File: config.mk
export PLATFORM = sky130hd
export DESIGN_NAME = memory_port_arbiter
export DESIGN_NICKNAME = d
export VERILOG_FILES = /design/src/rtl/memory_port_arbiter.sv
export SDC_FILE = /design/constraint.sdc
export NUM_CORES = 1
export LEC_CHECK = 0
export BUFFER_PORTS_ARGS = -buffer_cell sky130_fd_sc_hd__buf_2
export CAP_MARGIN = 15
export CORE_MARGIN = 2
export CORE_UTILIZATION = 34
export DETAILED_ROUTE_END_ITERATION = 10
export GPL_TIMING_DRIVEN = 1
export HOLD_SLACK_MARGIN = 0.02
export SLEW_MARGIN = 40
export SYNTH_ARGS = -nofsm -noshare
export SYNTH_HDL_FRONTEND = slang
export SYNTH_SLANG_ARGS = --single-unit
File: constraint.sdc
create_clock -name clock -period 1.8 [get_ports clock]
set_input_delay 0 -clock clock [delete_from_list [all_inputs] [get_ports clock]]
set_output_delay 0 -clock clock [all_outputs]
set_load 0.1 [all_outputs]
File: src/rtl/memory_port_arbiter.sv
// memory_port_arbiter: shares one single-ported memory bus between fetch and the Memory stage.
// Ports: clock/reset; fetch request/kill/response; load/store request/response; mem* bus handshake.
module memory_port_arbiter (
    input  logic        clock,
    input  logic        reset,
    input  logic        fetchRequest,
    input  logic [31:0] fetchAddress,
    input  logic        fetchKill,
    output logic [31:0] fetchData,
    output logic        fetchDataValid,
    input  logic        loadRequest,
    input  logic        storeRequest,
    input  logic [31:0] dataAddress,
    input  logic [31:0] storeData,
    input  logic [3:0]  storeByteEnable,
    output logic [31:0] loadData,
    output logic        loadDataValid,
    output logic        storeComplete,
    output logic        memRequest,
    output logic        memWriteEnable,
    output logic [31:0] memAddress,
    output logic [31:0] memWriteData,
    output logic [3:0]  memByteEnable,
    input  logic        memAcknowledge,
    input  logic [31:0] memReadData
);

    typedef enum logic [1:0] {
        IDLE,
        BUSY,
        RESPOND
    } state_t;

    typedef enum logic {
        FETCH,
        DATA
    } requester_t;

    state_t     state;
    requester_t owner;
    requester_t lastGrant;
    logic       killed;
    logic       fetchPulse;

    logic dataPending;
    logic grantFetch;
    logic grantData;

    assign dataPending = loadRequest | storeRequest;

    // Round robin on a tie: the side that did not win last time goes next.
    assign grantFetch = fetchRequest & (~dataPending | (lastGrant == DATA));
    assign grantData  = dataPending & ~grantFetch;

    // A redirect arriving in the response cycle still has to hide the pulse.
    assign fetchDataValid = fetchPulse & ~fetchKill;

    always_ff @(posedge clock) begin
        if (reset) begin
            state          <= IDLE;
            owner          <= FETCH;
            lastGrant      <= DATA;
            killed         <= 1'b0;
            fetchPulse     <= 1'b0;
            loadDataValid  <= 1'b0;
            storeComplete  <= 1'b0;
            fetchData      <= 32'd0;
            loadData       <= 32'd0;
            memRequest     <= 1'b0;
            memWriteEnable <= 1'b0;
            memAddress     <= 32'd0;
            memWriteData   <= 32'd0;
            memByteEnable  <= 4'd0;
        end else begin
            fetchPulse    <= 1'b0;
            loadDataValid <= 1'b0;
            storeComplete <= 1'b0;
            unique case (state)
                IDLE: begin
                    killed <= 1'b0;
                    if (grantFetch) begin
                        owner          <= FETCH;
                        lastGrant      <= FETCH;
                        memRequest     <= 1'b1;
                        memWriteEnable <= 1'b0;
                        memAddress     <= fetchAddress;
                        memWriteData   <= 32'd0;
                        memByteEnable  <= 4'b1111;
                        state          <= BUSY;
                    end else if (grantData) begin
                        // Store wins over a simultaneous load.
                        owner          <= DATA;
                        lastGrant      <= DATA;
                        memRequest     <= 1'b1;
                        memWriteEnable <= storeRequest;
                        memAddress     <= dataAddress;
                        memWriteData   <= storeRequest ? storeData : 32'd0;
                        memByteEnable  <= storeRequest ? storeByteEnable
                                                       : 4'b1111;
                        state          <= BUSY;
                    end
                end
                BUSY: begin
                    if (owner == FETCH && fetchKill) begin
                        killed <= 1'b1;
                    end
                    if (memAcknowledge) begin
                        memRequest <= 1'b0;
                        state      <= RESPOND;
                        if (owner == FETCH) begin
                            fetchData  <= memReadData;
                            fetchPulse <= ~(killed | fetchKill);
                        end else if (memWriteEnable) begin
                            storeComplete <= 1'b1;
                        end else begin
                            loadData      <= memReadData;
                            loadDataValid <= 1'b1;
                        end
                    end
                end
                RESPOND: begin
                    // No grant here, so a requester can drop its level.
                    killed <= 1'b0;
                    state  <= IDLE;
                end
                default: begin
                    state <= IDLE;
                end
            endcase
        end
    end

    no_load_and_store: assert property (
        @(posedge clock) disable iff (reset)
        !(state == IDLE && loadRequest && storeRequest)
    );

endmodule
==> flow_metrics.py <==
metrics = {
    "outcome": {
        "outcome": "completed",
    },
    "layout": {
        "drive_above_1_share": 0.351,
        "instances_no_fill": 1283,
        "final_area_um2": 9330,
        "layout-area-overhead-vs-synth_pct": 60.4,
        "nets": 1190,
        "antenna_cells": 0,
    },
    "global_route": {
        "grt_pass1_vias": 6475,
        "grt_antenna_before_repair": 0,
        "grt_pass1_wl_um": 33000,
        "grt.total_usage": 0.227,
        "grt_max_degree": 54,
        "gr-total-overflow": 0,
    },
    "die": {
        "die_h_um": 135,
        "core_area_um2": 16600,
        "ioPinCount": 276,
        "fp-row-count": 47,
        "start_util": 0.350,
        "die_x_um": 135,
        "dieArea_um2": 18200,
    },
    "setup_path": {
        "required_ns": 2.15,
        "worst_setup_path_start_kind": "register",
        "critPathCaptureType": "register",
        "crit_type": "reg -> reg",
        "crit_path_max_fanout": 23,
        "arrival_ns": 1.88,
    },
    "pwr": {
        "intPower_w": 0.00623,
        "switchingPower_w": 0.00356,
        "power_leakage_nw": 3.96,
        "swShare": 0.363,
        "power_density_nw_per_um2": 1050,
        "seqPwrFrac": 0.354,
        "peakVddDrop_mv": 0.604,
        "comb_power_share": 0.291,
        "clockPowerShare": 0.355,
    },
    "placement": {
        "place_congestion": 0.756,
        "hpwl_um": 12700,
        "dpl_worst_slack_ns": 0.283,
        "io_buffers": 275,
        "placed_area_um2": 7390,
        "place_inst": 1117,
    },
    "sta": {
        "period_share": 0.851,
        "max_freq_mhz": 653,
        "skew_ns": 0.00832,
        "fin_hold_ws_ns": 0.0864,
        "finalSetupViolations": 0,
        "rsz0062_at_grt": "no",
        "hold_violations": 0,
        "worst_slack_ns": 0.269,
        "slew_headroom": 0.648,
        "slew_viol_final": 0,
        "setup_tns_ns": 0,
        "worstMarginPinSlew_ns": 0.527,
        "fin_crit_ns": 1.53,
    },
    "synth": {
        "synth_top_family_by_area": "compound AO/OA/AOI/OAI gates",
        "synth-xor-area-share": 0,
        "ys_ff_latch": 142,
        "synth_common_cells": "dfxtp_1 (142), a21oi_1 (105), o21ai_0 (97)",
        "synth_area_um2": 5820,
        "synth_area_leaders": "dfxtp_1 (49%), a21oi_1 (9.0%), o21ai_0 (8.3%)",
        "async_flop_share": 0,
        "synth-compound-area-share": 0.288,
        "synth.most_common_cell": "dfxtp_1",
        "synth_ff_type": "dfxtp_1",
        "synth-edff-count": 0,
        "netlist_instances": 675,
        "syn_avg_cell_area_um2": 8.62,
        "yosysSeqAreaShare": 0.489,
        "synth.area.mux_share": 0,
        "synthSimpleGateAreaFrac": 0.155,
        "synth_area_leader_cell": "dfxtp_1",
        "synth_adder_area_share": 0,
        "yosys_warnings": 0,
        "synth_nets": 814,
        "synth_top_area_frac": 0.489,
        "synth_cell_types": 37,
    },
    "clocking": {
        "cts_buffers": 17,
        "clk_pin_slew_ns": 0.06,
        "htreeDepth": 4,
        "cts-resized-gates": 0,
        "cts_max_path_buffers": 2,
        "root_buffer": "clkbuf_16",
        "cts_tree": "done",
        "cts.sinks": 142,
        "insertion_delay_ns": 0.41,
    },
    "routing": {
        "postRouteAntennaNets": 0,
        "remaining_drc_errors": 0,
        "vias": 6564,
        "wire_per_inst_um": 16.4,
        "routed_via_density": 5.12,
        "wirelength_um": 21000,
        "drt_pass1_iterations": 5,
        "drtIter0Drc": 320,
    },
    "hold_path": {
        "hold_class": "in -> reg",
    },
    "run": {
        "drv_cap": 0,
    },
}
-- power by group through the flow --
stage | Clock (W) | Sequential [W] | Combinational (W)
finish | 0.00348 | 0.00347 | 0.00284
detailed placement | 0 | 0.00353 | 0.00261
global route | 0.00370 | 0.00349 | 0.00298
CTS | 0.00356 | 0.00347 | 0.00284
global placement | 0 | 0.00353 | 0.00261
floorplan | 0 | 0.00483 | 0.000713
-- worst paths after layout --
kind	start	end	slack, ns	depth (start not counted)
worst max-delay path	state[1]$_SDFFE_PP0P_	memWriteData[22]$_SDFFE_PP0P_	0.27	4
worst min-delay path	reset	memWriteData[9]$_SDFFE_PP0P_	0.09	2
worst min register to register	killed$_SDFFE_PP0P_	fetchPulse$_SDFF_PP0_	0.42	1
worst max register to register	state[1]$_SDFFE_PP0P_	memWriteData[22]$_SDFFE_PP0P_	0.27	4
-- cells by family (layout without fill, tap and decap cells) --
kind of cell           after synthesis  after routing
AOI/OAI and AO/OA                  271            271
buffers and inverters               78            466
and+or+nand+nor                    184            184
DFF                                142            142
-- repair_timing --
action,CTS,global route
hold endpoints to repair,136,0
buffers inserted,0,0
hold buffers,135,0
-- area by class of cell --
type | instances | area, µm²
inverters | 2 | 7.51
flip-flops and latches | 142 | 2840
clock inverters | 9 | 110
well taps | 220 | 275
clock buffers | 22 | 474
fillers | 1502 | 7310
repair buffers | 433 | 3030
multi-input cells | 455 | 2590
-- critical path: stages, from the launching register on --
cell and delay, ns:
dfxtp_1 0.58, or2_1 0.31, buf_4 0.28, o21ai_0 0.16, a21oi_1 0.14
-- metal layers --
metal | vias up | part of all wire | wire length, µm | global-route usage
met5 | - | 0 | 0 | 0
met2 | 266 | 0.49 | 10300 | 0.387
met1 | 3078 | 0.42 | 8870 | 0.270
met4 | 0 | 0.020 | 421 | 0.0883
met3 | 35 | 0.071 | 1490 | 0.0676
li1 | 3185 | - | - | -
-- flip-flops by register name (all words and copies together) (netlist names), 2 cells and up --
| register | count |
|---|---|
| loadData | 32 |
| memAddress | 32 |
| state | 2 |
| fetchData | 32 |
| memWriteData | 32 |
| memByteEnable | 4 |
-- cells in the final DEF (no fill, tap or decap), types with 2 or more instances in the layout --
cell,instances
nand2_1,67
buf_2,274
buf_4,14
clkinvlp_4,3
buf_12,10
o21ai_0,97
nor3_1,3
a311oi_1,26
nor2_1,2
dlygate4sd3_1,135
o221a_1,4
dfxtp_1,142
nand3_1,96
clkbuf_16,17
a311oi_2,6
clkbuf_1,2
a21oi_2,29
bufinv_16,2
clkbuf_8,3
a21oi_1,105
clkinv_2,2
-- through the flow --
stage	power, W	utilization
2_1_floorplan	0.00554	-
3_3_place_gp	0.00613	0.444
3_5_place_dp	0.00614	0.444
4_1_cts	0.00987	0.561
5_1_grt	0.0102	0.561
6_report	0.00979	0.561
No activity file was read; power rests on OpenSTA's default activity.
